**src/rtl/sp_series_proc.sv**
```systemverilog
`default_nettype none
// ============================================================================
// Module  : sp_series_proc
// Brief   : Burst series processor. Captures N signed samples and a mode word,
//           runs Gray decode, saturating prefix sum and trailing moving
//           average (each selectable), then streams the N results out.
// Revision: 1.0 - parametrised successor of the 9-bit 3-mode processor
// ============================================================================
module sp_series_proc #(
  parameter int DW  = 9,
  parameter int N   = 6,
  parameter int WIN = 3
) (
  input  logic          clk,
  input  logic          rst_n,
  input  logic          cg_en,
  input  logic          in_valid,
  input  logic [DW-1:0] in_data,
  input  logic [2:0]    in_mode,
  output logic          out_valid,
  output logic [DW-1:0] out_data
);

  localparam int c_CW    = $clog2(N);
  localparam int c_SUM_W = DW + $clog2(WIN);
  localparam logic [c_CW-1:0] c_LAST     = c_CW'(N - 1);
  localparam logic [c_CW-1:0] c_STG_LAST = c_CW'(2);
  localparam logic [DW-1:0]   c_SMAX     = {1'b0, {(DW-1){1'b1}}};
  localparam logic [DW-1:0]   c_SMIN     = {1'b1, {(DW-1){1'b0}}};

  typedef enum logic [1:0] {
    S_IDLE = 2'd0,
    S_LOAD = 2'd1,
    S_CALC = 2'd2,
    S_OUT  = 2'd3
  } state_t;

  state_t                    r_state;
  state_t                    w_state_nxt;
  logic [c_CW-1:0]           r_cnt;      // sample index in LOAD, stage in CALC, output index in OUT
  logic [2:0]                r_mode;
  logic [DW-1:0]             r_buf [N];
  logic                      r_out_valid;
  logic [DW-1:0]             r_out_data;

  logic [DW-1:0]             w_gray  [N];
  logic [DW-1:0]             w_psum  [N];
  logic [DW-1:0]             w_mavg  [N];
  logic [DW-1:0]             w_stage_out [N];
  logic                      w_stage_act;
  logic [DW-1:0]             w_run;
  logic [DW:0]               w_psum_ext;
  logic signed [c_SUM_W-1:0] w_acc;
  logic signed [c_SUM_W-1:0] w_div;
  logic                      w_load_en;
  logic [c_CW-1:0]           w_wr_idx;
  logic                      w_out_en;
  logic                      w_out_valid_d;
  logic [DW-1:0]             w_out_data_d;

  // State register
  always_ff @(posedge clk or negedge rst_n) begin
    if (!rst_n) r_state <= S_IDLE;
    else        r_state <= w_state_nxt;
  end

  // Next-state: IDLE -> LOAD -> CALC (3 cycles) -> OUT (N cycles) -> IDLE
  always_comb begin
    w_state_nxt = r_state;
    case (r_state)
      S_IDLE:  if (in_valid) w_state_nxt = S_LOAD;
      S_LOAD:  if (in_valid && (r_cnt == c_LAST)) w_state_nxt = S_CALC;
      S_CALC:  if (r_cnt == c_STG_LAST) w_state_nxt = S_OUT;
      S_OUT:   if (r_cnt == c_LAST) w_state_nxt = S_IDLE;
      default: w_state_nxt = S_IDLE;
    endcase
  end

  // Shared counter and mode latch (mode is sampled only on the first sample)
  always_ff @(posedge clk or negedge rst_n) begin
    if (!rst_n) begin
      r_cnt  <= '0;
      r_mode <= '0;
    end else begin
      case (r_state)
        S_IDLE: if (in_valid) begin
          r_mode <= in_mode;
          r_cnt  <= c_CW'(1);
        end
        S_LOAD: if (in_valid) r_cnt <= (r_cnt == c_LAST) ? '0 : r_cnt + 1'b1;
        S_CALC: r_cnt <= (r_cnt == c_STG_LAST) ? '0 : r_cnt + 1'b1;
        S_OUT:  r_cnt <= (r_cnt == c_LAST) ? '0 : r_cnt + 1'b1;
        default: r_cnt <= '0;
      endcase
    end
  end

  // Gray decode: each binary bit is the XOR of all Gray bits at or above it
  always_comb begin
    for (int n = 0; n < N; n++) begin
      w_gray[n] = '0;
      for (int b = 0; b < DW; b++) w_gray[n][b] = ^(r_buf[n] >> b);
    end
  end

  // Saturating prefix sum; the running value restarts from the clamped sum
  always_comb begin
    w_psum_ext = '0;
    w_run      = r_buf[0];
    w_psum[0]  = r_buf[0];
    for (int n = 1; n < N; n++) begin
      w_psum_ext = {w_run[DW-1], w_run} + {r_buf[n][DW-1], r_buf[n]};
      if (w_psum_ext[DW] != w_psum_ext[DW-1]) w_run = w_psum_ext[DW] ? c_SMIN : c_SMAX;
      else                                    w_run = w_psum_ext[DW-1:0];
      w_psum[n] = w_run;
    end
  end

  // Trailing moving average; short windows at the start divide by fewer terms
  always_comb begin
    w_acc = '0;
    w_div = '0;
    for (int n = 0; n < N; n++) begin
      w_acc = '0;
      for (int k = 0; k < WIN; k++) begin
        if (n >= k)
          w_acc = w_acc + {{(c_SUM_W-DW){r_buf[(n >= k) ? n - k : 0][DW-1]}},
                           r_buf[(n >= k) ? n - k : 0]};
      end
      w_div     = (n + 1 < WIN) ? c_SUM_W'(n + 1) : c_SUM_W'(WIN);
      w_mavg[n] = DW'(w_acc / w_div);
    end
  end

  // Stage selection for the current CALC cycle; disabled stages pass through
  always_comb begin
    w_stage_act = 1'b0;
    w_stage_out = r_buf;
    if (r_state == S_CALC) begin
      case (r_cnt)
        c_CW'(0): begin w_stage_act = r_mode[0]; if (r_mode[0]) w_stage_out = w_gray; end
        c_CW'(1): begin w_stage_act = r_mode[1]; if (r_mode[1]) w_stage_out = w_psum; end
        c_CW'(2): begin w_stage_act = r_mode[2]; if (r_mode[2]) w_stage_out = w_mavg; end
        default:  w_stage_act = 1'b0;
      endcase
    end
  end

  assign w_load_en = in_valid && ((r_state == S_IDLE) || (r_state == S_LOAD));
  assign w_wr_idx  = (r_state == S_IDLE) ? '0 : r_cnt;

  // Sample buffer: capture in LOAD, rewrite in CALC (idle stages held when gated)
  always_ff @(posedge clk or negedge rst_n) begin
    if (!rst_n) begin
      for (int i = 0; i < N; i++) r_buf[i] <= '0;
    end else if (w_load_en) begin
      r_buf[w_wr_idx] <= in_data;
    end else if ((r_state == S_CALC) && (w_stage_act || !cg_en)) begin
      r_buf <= w_stage_out;
    end
  end

  // Output next values: result 0 comes straight from the last stage
  always_comb begin
    w_out_valid_d = 1'b0;
    w_out_data_d  = '0;
    if ((r_state == S_CALC) && (r_cnt == c_STG_LAST)) begin
      w_out_valid_d = 1'b1;
      w_out_data_d  = w_stage_out[0];
    end else if ((r_state == S_OUT) && (r_cnt != c_LAST)) begin
      w_out_valid_d = 1'b1;
      w_out_data_d  = r_buf[r_cnt + 1'b1];
    end
  end

  assign w_out_en = !cg_en || (r_state == S_OUT) ||
                    ((r_state == S_CALC) && (r_cnt == c_STG_LAST));

  // Output register; outside its enable window it already holds zero
  always_ff @(posedge clk or negedge rst_n) begin
    if (!rst_n) begin
      r_out_valid <= 1'b0;
      r_out_data  <= '0;
    end else if (w_out_en) begin
      r_out_valid <= w_out_valid_d;
      r_out_data  <= w_out_data_d;
    end
  end

  assign out_valid = r_out_valid;
  assign out_data  = r_out_data;

endmodule
`default_nettype wire

```
**config.mk**
```make
export PLATFORM = sky130hd
export DESIGN_NAME = sp_series_proc
export DESIGN_NICKNAME = d
export VERILOG_FILES = /design/src/rtl/sp_series_proc.sv
export SDC_FILE = /design/constraint.sdc
export NUM_CORES = 1
export LEC_CHECK = 0
export ABC_AREA = 0
export CORE_MARGIN = 10
export CORE_UTILIZATION = 30
export DETAILED_ROUTE_END_ITERATION = 8
export HOLD_SLACK_MARGIN = 0.05
export PLACE_DENSITY = 0.47
export SYNTH_ARGS = -nofsm -noshare
export SYNTH_HDL_FRONTEND = slang
export SYNTH_SLANG_ARGS = --single-unit
```
**constraint.sdc**
```tcl
create_clock -name clk -period 16.14 [get_ports clk]
set_input_delay 2.421 -clock clk [delete_from_list [all_inputs] [get_ports clk]]
set_output_delay 2.421 -clock clk [all_outputs]
set_load 0.05 [all_outputs]
```
Word level (Yosys, flattened, before mapping) --
Cells that the tools add are included. Widths: inputs -> output; s select.
Storage, ports and cells: bits in registers 72, latch bits 0, memory bits (writable) 0, ROM bits 0, bits of input ports 16, output and inout port bits 10, word-level logic and storage cells 171, memories 0
Cells by class: $add $sub $neg 16, multiply operators 0, divide/modulo/power cells 4, magnitude comparators 3, equal/unequal tests 20, shift operators 0, muxes and demuxes 40, bitwise gates (word level) 3, reductions and logical operators 74
Operators by type and width (number):
- $reduce_xor 9->1 | 54
- $mux 54 | 4
- $pmux 54 s3 | 1
- $mux 9 | 15
- $add 9x9->10 | 10
- $mux 45 | 2
- $bwmux 54 | 1
- $add 10x9->11 | 4
- $div 11x3->11 const B | 4
- $bmux 9 s3 | 1
- $demux 9 s3 | 1
- $mux 3 | 5
- $ne 3x3->1 const B | 4
- $pmux 3 s4 | 1
- $ne 2x2->1 const B | 5
- $add 9x1->9 | 1
- $ge 4x4->1 const B | 2
- $mux 2 | 4
- $not 3->4 | 2
- $pmux 2 s4 | 1
- $logic_and 1x1->1 | 6
- $reduce_and 6->1 | 1
- $ne 1x1->1 | 5
- $eq 2x2->1 const B | 2
- 17 further kinds | 24

Logic depth before layout (Yosys ltp) --
Gate-level depths: netlist of run 1.
depth after elaboration 20, depth in mapped cells 70

Worst setup path after synthesis of run 1 --
No wires, ideal clock.
kind reg-to-reg, start reg r_buf[36] (netlist name), end reg r_buf[3] (netlist name), arrival 11.726 ns, data required time 16.041 ns, path slack 4.315 ns, cell stages (with the launch flop) 71, path buffers 0, clock period less this slack 11.825 ns, path through dfrtp_1 > ha_1 > fa_1 > a21oi_1 > nor2_1 > nor2_1 > o21bai_1 > a21oi_1 > o21bai_1 > a21oi_1 > xnor2_1 > maj3_1 > ha_1 > inv_1 > fa_1 > nor2b_1 > o21ai_0 > nand2b_1 > [... 35 more ...] > nand2_1 > ha_1 > inv_1 > fa_1 > inv_1 > a21oi_1 > o21ai_0 > a21oi_1 > o21bai_1 > a21o_1 > a21o_1 > xor2_1 > ha_1 > a21oi_1 > o21ai_0 > nand4_1 > a21oi_1 > a311oi_1
On the way: cells in the longest elaborated chain, start to end 20
RTL lines:
- start, declared | RTL line 42 | logic [DW-1:0] r_buf [N];
- start signal, assigned by index | RTL line 157 | r_buf[w_wr_idx] <= in_data;
- start signal, assigned | RTL line 159 | r_buf <= w_stage_out;
- $add 9x9->10 (*) | RTL line 112 | w_psum_ext = {w_run[DW-1], w_run} + {r_buf[n][DW-1], r_buf[n]};
- $mux 9 / $ne 1x1->1 (equally long branches) | RTL line 113 | if (w_psum_ext[DW] != w_psum_ext[DW-1]) w_run = w_psum_ext[DW] ? c_SMIN : c_SMAX;
- $mux 9 (*) | RTL line 113
- $add 9x9->10 (*) | RTL line 112
- $mux 9 / $ne 1x1->1 (equally long branches) | RTL line 113
- $mux 9 (*) | RTL line 113
- $add 9x9->10 (*) | RTL line 112
- $mux 9 / $ne 1x1->1 (equally long branches) | RTL line 113
- [... 4 more ...]
- $add 9x9->10 (*) | RTL line 112
- $mux 9 / $ne 1x1->1 (equally long branches) | RTL line 113
- $mux 9 (*) | RTL line 113
- $mux 45 (*) | RTL line 142 | c_CW'(1): begin w_stage_act = r_mode[1]; if (r_mode[1]) w_stage_out = w_psum; end
- $pmux 54 s3 (*) | RTL line 140 | case (r_cnt)
- $mux 54 (*) | RTL line 139 | if (r_state == S_CALC) begin
- $mux 54 (*) | RTL line 158 | end else if ((r_state == S_CALC) && (w_stage_act || !cg_en)) begin
- $mux 54 (*) | RTL line 156 | end else if (w_load_en) begin
Every way passes the cells marked *; elsewhere a longest branch is shown, timed or not. The select of a mux whose other input is x is not followed. A chain may end at the register's enable or synchronous reset.

Final worst setup path of run 1 --
Ends and elaborated chain as after synthesis.

==> run summary, run 1 <==
Syn_nets: 2141
Count of flip-flops with a built-in enable after synthesis: 0
Clock slew at reported path FFs: 0.07 ns
Crit start category: flop
Post-CTS Setup Repair Bufs: 0
WP depth: 66
DR top layer: met4
Hold buffer count at CTS: 0
Total number of vias: 15640
Count of pins on the block boundary: 26
Number of diodes: 0
Min Clock Period, post-route: 13.49 ns
CP max-delay cell: maj3_1
Pin count of the biggest net entering global routing: 53
Wire length on met1: 25370 um
Maximum fanout encountered on the critical timing path: 10
First-pass GRT wire length: 87090 um
Achievable frequency: 74.13 MHz
Chip height: 243.5 um
Post-DRT Antenna Nets: 0
CP Capture Type: flop
Final setup skew: 0.01076 ns
Proportion of layout cells with a drive suffix above 1: 6.673%
Average instance area after synthesis: 7.611 um^2
Area of the core region: 0.04915 mm^2
Final setup violation count: 0
Site Rows: 81
Data required time at the worst endpoint: 16.39 ns
Quantity of I/O buffers inserted on ports: 25
Outcome: completed
Type of the most critical hold path: reg -> reg
Biggest area contributors in the synthesized netlist: dfrtp_1 12%, ha_1 9.3%, fa_1 6.0%
Total placed instance area: 0.01596 mm^2
Number of stages on the worst hold path: 2
Routed WL: 55890 um
Final number of max-transition violations: 0
Effective utilization at floorplan: 30.49%
Detailed Routing Iterations Pass 1: 6
Transition time at the pin with the least slew margin: 1.181 ns
Total congestion overflow after global routing: 0
Antenna violations before repair: 1
Horizontal die dimension: 243.5 um
Number of buffers created by CTS: 9
Crit-path max cell delay: 0.48 ns
Placed Cells incl. Taps: 2611
Cells after Synth: 1969
Final Cell Area: 0.01635 mm^2
Post-cts sizing count: 0
Vias in the first global route: 14980
HPWL reported at the end of detailed placement: 43350 um
CP Data Arrival Time: 13.74 ns
Skew-Pair Late Insertion Delay: 0.36 ns
Gp weighted congestion: 0.9723
Count of clock tree sinks: 72
Most used flip-flop cell after synthesis: dfrtp_1
Cell seen most often among critical-path stages: a21o_1
Most common cell after layout, fill and taps aside: nor2_1
Maximum count of clock buffers along a single path: 2
# DRC: 0
Average wire length per cell after detail routing: 21.28 um
Initial DRC Count: 1249
Type of the worst setup path: reg -> reg
Setup repair after global routing missed its margin: false
R2r worst-path depth: 66
Nets: 2130
Total die area: 0.05930 mm^2
Number of warning messages in the yosys log: 0
Clock Tree Root: clkbuf_16
Gr usage total: 18.12%
Post-synthesis instance area: 0.01499 mm^2
Number of flip-flops and latches in the synthesized netlist: 72
Buffer and inverter count on the worst path: 5
Met2 WL: 26540 um
Portion of synthesized cell area occupied by the leading cell type: 12.02%
Detail Route met3 WL: 2299 um
H-tree depth reported by CTS: 3
Period utilisation layout: 83.58%
Distinct cells, synth: 105
Biggest area consumer among synthesized cells: dfrtp_1
Count of endpoints failing hold in the final timing report: 0
Most frequent cells in the layout: 197 x nor2_1, 172 x nand2_1, 158 x o21ai_0
Max capacitance violation total: 0
Share of synthesized registers carrying an async set or reset: 100.0%
Final core area utilization: 33.26%
Non-filler instance count after layout: 2627
Cell class contributing the biggest share of worst-path delay: compound AO/OA/AOI/OAI gates
TritonCTS clock tree: done
Slew margin rel.: 20.96%
Avg Vias per Cell: 5.954
Layout area overhead: 9.075%
Register area share after synthesis: 12.02%
Setup total negative slack: 0 ns
[cells in the mapped netlist, drive strengths merged, types with 25 or more instances]
library cell	number
dfrtp	72
a31oi	34
clkbuf	54
mux2i	25
ha	111
a21oi	139
nand2	172
xnor2	83
nor2	199
nor3	60
a211oi	31
xor2	80
a21o	41
fa	45
o21ai	175
nand3	64
o211ai	31
inv	67
[per-stage QoR]
| step | hold WS (ns) | setup WS, ns |
|---|---|---|
| finish | 0.4965 | 2.650 |
| global route | 0.5294 | 1.189 |
| CTS | 0.5026 | 2.793 |
| detailed placement | 0.4897 | 2.826 |
| global placement | 0.4953 | 3.264 |
| floorplan | 0.5020 | 4.315 |
[path summary, 6_finish.rpt]
path                             start     endpoint  slack [ns]
setup / recovery             r_buf[36]     r_buf[3]        2.65
hold / removal             out_data[7]  out_data[7]        0.50
setup reg to reg             r_buf[36]     r_buf[3]        2.65
min in group asynchronous        rst_n   r_state[1]        1.94
hold reg to reg            out_data[7]  out_data[7]        0.50
max in group asynchronous        rst_n    r_buf[36]       13.08
[worst min-delay path, delay by kind of cell (launching register included)]
family	cells	cell delay, ns
compound gates	2	0.12
flops	1	0.34
[final cells by class]
cell class,instances,area [um^2]
repair buffers,50,435.4
fillers,5241,32810
clock buffers,10,229.0
multi-input cells,1758,12640
inverters,67,251.5
well taps,664,830.8
clock inverters,6,155.1
flip-flops and latches,72,1802
[registers in the layout, indices dropped and copies added (netlist names)]
register	flops
r_cnt	3
r_state	2
out_data	9
r_buf	54
r_mode	3
out_valid	1
[logic make-up after synthesis]
kind of cell / after synthesis / share of synthesized area (%)
AOI/OAI and AO/OA: 708 / 32.48
xor gates and xnor gates: 163 / 9.701
adders and majority gates: 169 / 16.15
and+or+nand+nor: 667 / 21.69
DFF: 72 / 12.02
muxes: 51 / 4.299
buffers and inverters: 139 / 3.665
[per-layer routing]
metal | track usage [%] | vias up
li1 | - | 7452
met1 | 24.10 | 7616
met2 | 30.56 | 478
met3 | 1.411 | 95
met4 | 5.699 | 0
met5 | 0 | -
Power of run 1 is not shown: default switching activity piles up to over one toggle a cycle in this logic, so the estimate is an artifact.
==> run 2, diff against run 1 <==
- clock period: 16.14 -> 12.7 ns (I/O delays scaled with it)
==> run summary, run 2 (synthesis results as in run 1) <==
Outcome: completed
Gp weighted congestion: 0.9534
Maximum fanout encountered on the critical timing path: 9
Data required time at the worst endpoint: 12.97 ns
Cell class contributing the biggest share of worst-path delay: compound AO/OA/AOI/OAI gates
Proportion of layout cells with a drive suffix above 1: 9.137%
Total congestion overflow after global routing: 0
H-tree depth reported by CTS: 3
CP Capture Type: flop
CP max-delay cell: maj3_1
Detail Route met3 WL: 2852 um
# DRC: 0
Pin count of the biggest net entering global routing: 73
Wire length on met1: 25310 um
Count of clock tree sinks: 72
Chip height: 243.5 um
Count of pins on the block boundary: 26
TritonCTS clock tree: done
Type of the most critical hold path: reg -> reg
Type of the worst setup path: reg -> reg
Non-filler instance count after layout: 2645
Final number of max-transition violations: 0
Max capacitance violation total: 0
CP Data Arrival Time: 12.26 ns
Post-DRT Antenna Nets: 0
Count of endpoints failing hold in the final timing report: 0
Avg Vias per Cell: 5.942
DR top layer: met5
Maximum count of clock buffers along a single path: 2
Number of buffers created by CTS: 9
Area occupied by multi-input gates: 0.01283 mm^2
Crit-path max cell delay: 0.40 ns
Achievable frequency: 83.37 MHz
Total die area: 0.05930 mm^2
Most common cell after layout, fill and taps aside: nor2_1
Count of filler cells inserted in the layout: 5209
Clock slew at reported path FFs: 0.06 ns
Cell seen most often among critical-path stages: a21o_1
Slew margin rel.: 19.75%
Placed Cells incl. Taps: 2623
Met2 WL: 27400 um
HPWL reported at the end of detailed placement: 43320 um
Effective utilization at floorplan: 30.49%
Skew-Pair Late Insertion Delay: 0.35 ns
Horizontal die dimension: 243.5 um
Register cell area after layout: 0.001802 mm^2
Launch point of the critical path: r_buf[36]
Layout area overhead: 10.79%
Startpoint of the worst hold path: out_data[7]
Total placed instance area: 0.01605 mm^2
Number of diodes: 0
Most frequent cells in the layout: 196 x nor2_1, 169 x nand2_1, 150 x o21ai_0
Register with the most flip-flops: r_buf
Area of the core region: 0.04915 mm^2
Final setup violation count: 0
Buffer and inverter count on the worst path: 4
Min Clock Period, post-route: 11.99 ns
Crit start category: flop
Antenna violations before repair: 1
Number of flip-flops in the largest register: 54
Beginning of the worst register-to-register path: r_buf[36]
Initial DRC Count: 1211
Detailed Routing Iterations Pass 1: 6
Gr usage total: 18.19%
Site Rows: 81
First-pass GRT wire length: 87190 um
Quantity of I/O buffers inserted on ports: 25
Routed WL: 56860 um
WHS: 0.4982 ns
Final Cell Area: 0.01660 mm^2
Vias in the first global route: 14780
Clock Tree Root: clkbuf_16
Total number of vias: 15720
Period utilisation layout: 94.44%
Transition time at the pin with the least slew margin: 1.199 ns
Final setup skew: 0.006590 ns
Setup total negative slack: 0 ns
Average wire length per cell after detail routing: 21.50 um
Nets: 2148
-- run 2: cell count changes in the layout (fill, tap and decap cells not counted), sizes merged --
cell	previous run	this run
buf	26	44
bufinv	5	2
clkbuf	10	13
-- run 2: worst paths after layout --
check / endpoint / slack [ns] / cells past startpoint
min in group asynchronous: r_state[1] / 1.73 / 1
hold / removal: out_data[7] / 0.50 / 2
setup / recovery: r_buf[7] / 0.71 / 67
hold reg to reg: out_data[7] / 0.50 / 2
setup reg to reg: r_buf[7] / 0.71 / 67
max in group asynchronous: r_buf[3] / 10.25 / 1
-- run 2: routing by layer --
layer | track usage [%] | up-vias
met2 | 31.10 | 470
met3 | 2.123 | 83
met1 | 23.87 | 7669
li1 | - | 7493
met5 | 0 | -
met4 | 4.530 | 2
-- run 2: cell type report --
| type | instances | area share (%) |
|---|---|---|
| Tap cell | 664 | 5.004 |
| Clock inverter | 3 | 0.3919 |
| Timing Repair Buffer | 68 | 3.436 |
| Clock buffer | 13 | 1.507 |
| Multi-Input combinational cell | 1758 | 77.30 |
| Inverter | 67 | 1.515 |
| Sequential cell | 72 | 10.85 |
-- run 2: timing repair --
item	in CTS	in global routing
pin swaps	0	11
setup endpoints to repair	8	9
hold buffers	0	0
setup buffers	0	6
gates resized for setup	5	43
-- run 2: worst reg2reg max path, delay by kind of cell (launching register included) --
family,cells,cell delay [ns]
AO/OA/AOI/OAI,33,5.13
AND/OR/NAND/NOR,11,1.21
adder cells (fa/ha/maj),14,3.98
XOR/XNOR,5,0.93
buffers and inverters,4,0.25
flip-flops,1,0.38
-- run 2: stage by stage --
step,worst slack (ns),utilization (%)
6_report,0.7056,33.78
5_1_grt,-0.04013,33.78
4_1_cts,0.07680,33.34
3_5_place_dp,-0.2264,32.66
3_3_place_gp,0.1038,32.66
2_1_floorplan,0.8749,-
Power of run 2 is left out for the same reason.
